[src/rtl/paddle_ctrl.sv]
// Frame-synchronous paddle position controller: debounced buttons, per-frame accelerated motion.
// Optional ball-tracking auto mode is compiled in with `define PADDLE_AUTO_EN.

module paddle_deb #(
  parameter int DEB_CYCLES = 65536
) (
  input  logic pclk,
  input  logic rst_n,
  input  logic i_raw,
  output logic o_lvl
);
  localparam int CW = (DEB_CYCLES > 1) ? $clog2(DEB_CYCLES) : 1;

  logic [1:0]    r_sync;
  logic [CW-1:0] r_cnt;
  logic          r_lvl;

  // Counter only runs while a change is pending; any return to the accepted level clears it.
  always_ff @(posedge pclk or negedge rst_n) begin
    if (!rst_n) begin
      r_sync <= '0;
      r_cnt  <= '0;
      r_lvl  <= 1'b0;
    end else begin
      r_sync <= {r_sync[0], i_raw};
      if (r_sync[1] == r_lvl) begin
        r_cnt <= '0;
      end else if (r_cnt == CW'(DEB_CYCLES - 1)) begin
        r_lvl <= r_sync[1];
        r_cnt <= '0;
      end else begin
        r_cnt <= r_cnt + CW'(1);
      end
    end
  end

  assign o_lvl = r_lvl;
endmodule

module paddle_ctrl #(
  parameter int          SCREEN_H   = 600,
  parameter int          PADDLE_LEN = 80,
  parameter int          Y_INIT     = 260,
  parameter int          STEP_MAX   = 8,
  parameter int          DEB_CYCLES = 65536,
  parameter logic [11:0] COLOR      = 12'hFFF
) (
  input  logic        pclk,
  input  logic        rst_n,
  input  logic        vblnk_in,
  input  logic        btn_up,
  input  logic        btn_down,
`ifdef PADDLE_AUTO_EN
  input  logic [11:0] ball_y,
  input  logic        auto_mode,
`endif
  output logic [11:0] y_pos,
  output logic [11:0] color_out,
  output logic        at_top,
  output logic        at_bottom
);
  localparam int                SW   = $clog2(STEP_MAX + 1);
  localparam logic signed [12:0] YMAX = 13'(SCREEN_H - PADDLE_LEN);

  typedef enum logic [1:0] {S_IDLE, S_UP, S_DOWN} state_t;

  state_t              r_state, w_state_nx;
  logic [SW-1:0]       r_speed, w_speed_nx;
  logic [11:0]         r_y;
  logic                r_top, r_bot;
  logic                r_vb, r_vb_d, r_tick;
  logic [1:0]          w_raw, w_lvl;
  logic signed [12:0]  w_cur, w_stp, w_sum, w_y_nx;

  assign w_raw = {btn_down, btn_up};

  genvar g;
  generate
    for (g = 0; g < 2; g++) begin : g_deb
      paddle_deb #(.DEB_CYCLES(DEB_CYCLES)) u_deb (
        .pclk  (pclk),
        .rst_n (rst_n),
        .i_raw (w_raw[g]),
        .o_lvl (w_lvl[g])
      );
    end
  endgenerate

  // Rising vblnk edge -> one-cycle registered tick; position moves on the cycle after it.
  always_ff @(posedge pclk or negedge rst_n) begin
    if (!rst_n) begin
      r_vb   <= 1'b0;
      r_vb_d <= 1'b0;
      r_tick <= 1'b0;
    end else begin
      r_vb   <= vblnk_in;
      r_vb_d <= r_vb;
      r_tick <= r_vb & ~r_vb_d;
    end
  end

`ifdef PADDLE_AUTO_EN
  localparam logic signed [12:0] HALF = 13'(STEP_MAX / 2);
  logic signed [12:0] w_tgt, w_diff, w_mag, w_amt;
`endif

  always_comb begin
    w_state_nx = S_IDLE;
    w_speed_nx = '0;
    w_cur      = signed'({1'b0, r_y});
    w_stp      = '0;
    w_sum      = w_cur;
    w_y_nx     = w_cur;
    case (w_lvl)
      2'b01: begin
        w_state_nx = S_UP;
        w_speed_nx = (r_state != S_UP) ? SW'(1) :
                     (r_speed >= SW'(STEP_MAX)) ? SW'(STEP_MAX) : r_speed + SW'(1);
        w_stp      = signed'(13'(w_speed_nx));
        w_sum      = w_cur - w_stp;
        w_y_nx     = (w_sum < 13'sd0) ? 13'sd0 : w_sum;
      end
      2'b10: begin
        w_state_nx = S_DOWN;
        w_speed_nx = (r_state != S_DOWN) ? SW'(1) :
                     (r_speed >= SW'(STEP_MAX)) ? SW'(STEP_MAX) : r_speed + SW'(1);
        w_stp      = signed'(13'(w_speed_nx));
        w_sum      = w_cur + w_stp;
        w_y_nx     = (w_sum > YMAX) ? YMAX : w_sum;
      end
      default: ;
    endcase
`ifdef PADDLE_AUTO_EN
    w_tgt  = signed'({1'b0, ball_y}) - signed'(13'(PADDLE_LEN / 2));
    w_tgt  = (w_tgt < 13'sd0) ? 13'sd0 : (w_tgt > YMAX) ? YMAX : w_tgt;
    w_diff = w_tgt - w_cur;
    w_mag  = (w_diff < 13'sd0) ? -w_diff : w_diff;
    w_amt  = (w_mag > HALF) ? HALF : w_mag;
    if (auto_mode) begin
      w_speed_nx = '0;
      if (w_diff < 13'sd0) begin
        w_state_nx = S_UP;
        w_y_nx     = w_cur - w_amt;
      end else if (w_diff > 13'sd0) begin
        w_state_nx = S_DOWN;
        w_y_nx     = w_cur + w_amt;
      end else begin
        w_state_nx = S_IDLE;
        w_y_nx     = w_cur;
      end
    end
`endif
  end

  always_ff @(posedge pclk or negedge rst_n) begin
    if (!rst_n) begin
      r_state <= S_IDLE;
      r_speed <= '0;
      r_y     <= 12'(Y_INIT);
      r_top   <= 1'b0;
      r_bot   <= 1'b0;
    end else if (r_tick) begin
      r_state <= w_state_nx;
      r_speed <= w_speed_nx;
      r_y     <= w_y_nx[11:0];
      r_top   <= (w_y_nx == 13'sd0);
      r_bot   <= (w_y_nx == YMAX);
    end
  end

  assign y_pos     = r_y;
  assign at_top    = r_top;
  assign at_bottom = r_bot;
  assign color_out = COLOR;
endmodule

[config.mk]
export PLATFORM = sky130hd
export DESIGN_NAME = paddle_ctrl
export DESIGN_NICKNAME = d
export VERILOG_FILES = /design/src/rtl/paddle_ctrl.sv
export SDC_FILE = /design/constraint.sdc
export NUM_CORES = 1
export LEC_CHECK = 0
export ABC_AREA = 1
export BUFFER_PORTS_ARGS = -buffer_cell sky130_fd_sc_hd__buf_4
export CELL_PAD_IN_SITES_DETAIL_PLACEMENT = 1
export CELL_PAD_IN_SITES_GLOBAL_PLACEMENT = 1
export CORE_MARGIN = 2
export CORE_UTILIZATION = 41
export DETAILED_ROUTE_END_ITERATION = 10
export PLACE_DENSITY = 0.78
export SLEW_MARGIN = 40
export SYNTH_ARGS = -nofsm -noshare
export SYNTH_HDL_FRONTEND = slang
export SYNTH_HIERARCHICAL = 1
export SYNTH_SLANG_ARGS = --single-unit
[constraint.sdc]
create_clock -name pclk -period 3.2 [get_ports pclk]
set_input_delay 0.16 -clock pclk [delete_from_list [all_inputs] [get_ports pclk]]
set_output_delay 0.16 -clock pclk [all_outputs]
set_load 0.05 [all_outputs]
Yosys cells after proc, flatten, opt, wreduce, memory -nomap -nowiden
Cells that the tools add are included.
- add/subtract/negate cells: 5
- $lt $le $gt $ge: 3
- eq/ne operators: 9
- muxes and demuxes: 12
- bitwise logic cells: 4
- reductions and logical operators: 3
- operators with widths (cell ; number):
    16-bit 2-to-1 mux ; 4
    16-bit by 1-bit adder with 16-bit output, second input constant ; 2
    16-bit == test, second input constant ; 2
    13-bit 2-to-1 mux ; 2
    13-bit one-hot mux with 2 select lines ; 1
    12-bit by 4-bit adder with 13-bit output ; 1
    13-bit by 11-bit == test with 1-bit output, second input constant ; 1
    13-bit by 11-bit greater-than comparator with 1-bit output, second input constant ; 1
    13-bit zero test ; 1
    13-bit by 1-bit < comparator with 1-bit output, second input constant ; 1
    12-bit by 4-bit subtractor with 13-bit output ; 1
    4-bit 2-to-1 mux ; 3
    4-bit one-hot mux with 2 select lines ; 1
    4-bit by 1-bit adder with 4-bit output, second input constant ; 1
    4-bit greater-or-equal comparator, second input constant ; 1
    2-bit one-hot mux with 2 select lines ; 1
    2-bit AND reduction ; 2
    1-bit NOT ; 3
    1-bit == test ; 2
    2-bit by 1-bit == test with 1-bit output, second input constant ; 1
    2-bit == test, second input constant ; 1
    2-bit by 1-bit != test with 1-bit output, second input constant ; 1
    2-bit != test, second input constant ; 1
    1-bit AND ; 1
- register bits after elaboration: 61
- input bits: 5
- output and inout bits: 26
- logic and storage cells: 50

Depth between registers and ports, before layout
- depth in word-level cells: 8
- mapped depth: 25
- depth with buffers taken out: 25

By module
Netlist, hierarchy kept.
- modules (own cells, without submodules) (module ; instances ; cells an instance ; area each (um^2) ; sequential area each (um^2)):
    paddle_ctrl ; 1 ; 341 ; 2244.7 ; 578.1
    paddle_deb ; 2 ; 115 ; 1018.5 ; 475.5

Least setup slack after synthesis
OpenSTA, ideal clock, no wires.
- kind: reg2reg
- start: reg r_y[0], in the netlist y_pos[0]
- end: reg r_top, in the netlist at_top
- library setup time: 66 ps
- arrival: 2884 ps
- data required time: 3134 ps
- slack: 250 ps
- stages on the path, launching flop included: 21
- buffers on the path: 0
- period minus slack after synthesis: 2950 ps
- path through: dfrtp_1 inv_1 ha_1 inv_1 fa_1 nand3_1 and2_1 inv_1 nor2_1 nand3_1 nor3_2 nand2_1 o21ai_2 inv_2 nand3_1 nor2_1 a21oi_1 nand2_1 nor2b_1 nand4_1 nand2_1
- word-level cells in the longest chain between the ends: 5
- elaborated cells between the ends (all ways): 8
- those cells by class: add/sub (2); order compare (2); mux (3); reduce/logical (1)
- RTL lines (item ; RTL line ; RTL):
    from (decl) ; 69 ; logic [11:0] r_y;
    from (signal assigned) ; 159 ; r_y <= 12'(Y_INIT);
    from (signal assigned) ; 165 ; r_y <= w_y_nx[11:0];
    12-bit by 4-bit adder with 13-bit output / 12-bit by 4-bit subtractor with 13-bit output (equally long branches) ; 128, 120 ;
    13-bit by 11-bit greater-than comparator with 1-bit output / 13-bit by 1-bit < comparator with 1-bit output (equally long branches) ; 129, 121 ;
    13-bit 2-to-1 mux (on tied branches) ; 129, 121 ;
    13-bit one-hot mux with 2 select lines (*) ; 114 ; case (w_lvl)
    13-bit zero test (*) ; 166 ; r_top <= (w_y_nx == 13'sd0);
    to (signal assigned) ; 166 ;
    to (decl) ; 70 ; logic r_top, r_bot;
Every way passes the cells marked *; elsewhere a longest branch is shown, timed or not.
A chain may end at the register's enable or synchronous reset.

Final worst setup path
- start: reg r_speed[1]
- end: reg r_top, in the netlist at_top
- word-level cells in the longest chain between the ends: 8
- elaborated cells between the ends (all ways): 13
- those cells by class: add/sub (3); order compare (3); mux (6); reduce/logical (1)
- RTL lines (item ; RTL line ; RTL):
    from (decl) ; 68 ; logic [SW-1:0] r_speed, w_speed_nx;
    from (signal assigned) ; 164 ; r_speed <= w_speed_nx;
    4-bit by 1-bit adder with 4-bit output / 4-bit greater-or-equal comparator (equally long branches) ; 118, 126 ;
    4-bit 2-to-1 mux (*) ; 118, 126 ;
    4-bit 2-to-1 mux (on tied branches) ; 125, 117 ;
    12-bit by 4-bit adder with 13-bit output / 12-bit by 4-bit subtractor with 13-bit output (equally long branches) ; 128, 120 ;
    13-bit by 11-bit greater-than comparator with 1-bit output / 13-bit by 1-bit < comparator with 1-bit output (equally long branches) ; 129, 121 ;
    13-bit 2-to-1 mux (on tied branches) ; 129, 121 ;
    13-bit one-hot mux with 2 select lines (*) ; 114 ;
    13-bit zero test (*) ; 166 ;
Marks and branches as above.

==> out/results.ini <==
[global_routing]
grt_remaining_overflow=0
grt_max_degree=62
antenna_found_initial=0
grt.busiest_layer=met2
grt_util_met3=0.0288
grt.total_usage=0.211
grtUsageMet1=0.262
met2_usage=0.374
grt_pass1_vias=4082
grt_pass1_wl_mm=19.2

[routing]
drc_errors=0
vias=3838
drtIter0Drc=142
detail-route-antenna-nets=0
vias_per_cell=5.08
finalWirelength_mm=11.7
dr.pass1.iters=4
wl_per_cell_um=15.5

[die]
die_x_um=106
initial_core_util=0.418
core.rowCount=37
dieArea_um2=11300
die_h_um=106
ios=31
fp.coreArea_um2=10200

[timing]
rsz0062_at_grt=true
relSlewSlack=0.616
slew_viol_final=0
worst_slack_ps=69.0
setup_viol=0
worst_slew_pin_slew_ps=576
final_hold_viol_count=0
period_needed_ps=3130
hold_ws_ps=345
skew_ps=11.4
fmax_mhz=319
finalCritPeriodShare=0.978

[final_layout]
area_delta_synth_final_pct=20.3
fin_nets=635
multiInputGateArea_um2=2590
fin_util=0.503
antenna_cells=0
nFillCells=1274
seqCellArea_um2=1530
drive_gt1_frac=0.290

[setup_path]
cp-start-kind=flip-flop
worst_ep_required_time_ps=3490
crit_type=flip-flop to flip-flop
worstReg2RegEnd=at_top
r2r_cells=20
crit_path_start=r_speed[1]
end_kind=flip-flop
r2r_start=r_speed[1]
crit_fanout=7
regToRegSetupSlack_ps=70
crit_path_end=at_top
arrival_ps=3420

[synthesis]
synth_edf_count=0
synth_ff_type=dfrtp_1
seq_area_frac_synth=0.357
ys_ff_latch=61
avgSynthCellArea_um2=7.50
syn_inst=571
yosysTopAreaCell=dfrtp_1
yosysMostFrequentCell=nand2_1
synth_area_leaders=dfrtp_1 (34%), nand2_1 (13%), inv_1 (5.4%)
synth.top_cells.by_count=nand2_1 (145), inv_1 (62), dfrtp_1 (59)
synthArstFlopShare=1.00
yosysWarnings=6
ys_types=40
synthesis.area_um2=4280
synth_top_area_frac=0.345

[hold_path]
hold_depth=0
hp-class=flip-flop to flip-flop

[place]
port_buffers=18
pre_cts_ws_ps=-102
gp_congestion=0.880
dp_hpwl_mm=8.37

[pwr]
leakage_nw=2.38
power_density_nw_per_um2=369
vdd_ir_drop_max_v=0.000197

[cts]
clock_path_buffers=2
clock-sinks=61
clkTransAtPathRegs_ps=70
root_buffer=clkbuf_8
cts.htree.levels=3
cts_tree=built
worstSkewPairLatency_ps=350
numCtsBuffers=9

[job]
maxCapViolCount=0

[outcome]
outcome=finished clean

==> per-layer routing <==
layer,vias up,part of all wire
li1,1874,-
met1,1894,0.44
met2,53,0.52
met3,17,0.029
met4,0,0.016
met5,-,0
==> placed cells by master (no fill, tap or decap), types with 14 or more instances in the layout <==
| cell | count |
|---|---|
| nand3_1 | 30 |
| nand2_2 | 25 |
| nor2_1 | 44 |
| buf_4 | 35 |
| xor2_1 | 20 |
| inv_1 | 57 |
| nand2_1 | 134 |
| nor2_2 | 31 |
| dfrtp_1 | 57 |
| inv_2 | 16 |
| o21ai_0 | 14 |
==> stage by stage <==
stage,TNS [ps],instances,cell area (um^2),power [mW]
3_3_place_gp,0,722,4550,1.01
4_1_cts,0,744,4870,1.88
2_1_floorplan,0,582,4320,0.967
3_5_place_dp,-192,722,4550,1.01
6_report,0,756,5150,1.90
5_1_grt,-285,756,5150,1.98
==> flip-flops by register name, indices dropped and copies added (netlist names) <==
name                cells
g_deb.u_deb/r_cnt      32
y_pos                  12
g_deb.u_deb/r_sync      4
r_speed                 4
g_deb.u_deb/o_lvl       2
r_state                 2
at_bottom               1
at_top                  1
r_tick                  1
r_vb                    1
r_vb_d                  1
==> how the worst min path moves through the flow <==
stage,start,to
CTS,g_deb[1].u_deb/r_sync[0],g_deb[1].u_deb/r_sync[1]
global placement,btn_up,g_deb[0].u_deb/r_sync[0]
detailed placement,btn_up,g_deb[0].u_deb/r_sync[0]
global route,g_deb[0].u_deb/r_sync[0],g_deb[0].u_deb/r_sync[1]
floorplan,rst_n,at_bottom
finish,g_deb[1].u_deb/r_sync[0],g_deb[1].u_deb/r_sync[1]
==> area by class of cell <==
cell class,count,share of cell area
clock buffer,12,0.0282
clock inverter,4,0.0185
inverter,76,0.0559
multi-input combinational,426,0.504
sequential,61,0.297
tap,136,0.0330
timing repair buffer,41,0.0632
==> power by group <==
part | leakage [nW] | internal [mW] | switching [mW]
combinational | 1.44 | 0.0831 | 0.155
sequential | 0.816 | 0.786 | 0.0214
clock | 0.121 | 0.538 | 0.317
==> worst max-delay path, cell delays in order, from the launching register on <==
cell     delay [ps]
dfrtp_1         430
inv_2            80
ha_4            290
nand3_4          90
fa_2            380
nand3_2          70
and2_4          150
inv_4            40
nor2_4          130
nand3_4          90
nor3_4          150
nand2_1          90
o21ai_2         200
inv_2           110
a31oi_1         220
nand2_2         120
nand2_1          70
nand2_1          70
nor2_2          100
nand4_1         110
nand2_1          80
==> cell families after synthesis <==
group | after synthesis | synth area share
compound gates | 62 | 0.0853
xor+xnor | 26 | 0.0567
fa+ha+maj | 15 | 0.0473
buf+inv | 96 | 0.0964
flops | 61 | 0.357
other cells | 1 | 0.000876
simple gates | 310 | 0.356
==> timing repair <==
item,4_1_cts,5_1_grt
pin swaps,1,26
gates resized for setup,7,50
setup endpoints to repair,2,13
cloned,0,1
hold endpoints to repair,62,0
hold buffers,4,0
setup buffers,2,11
No activity file was read; power rests on OpenSTA's default activity.
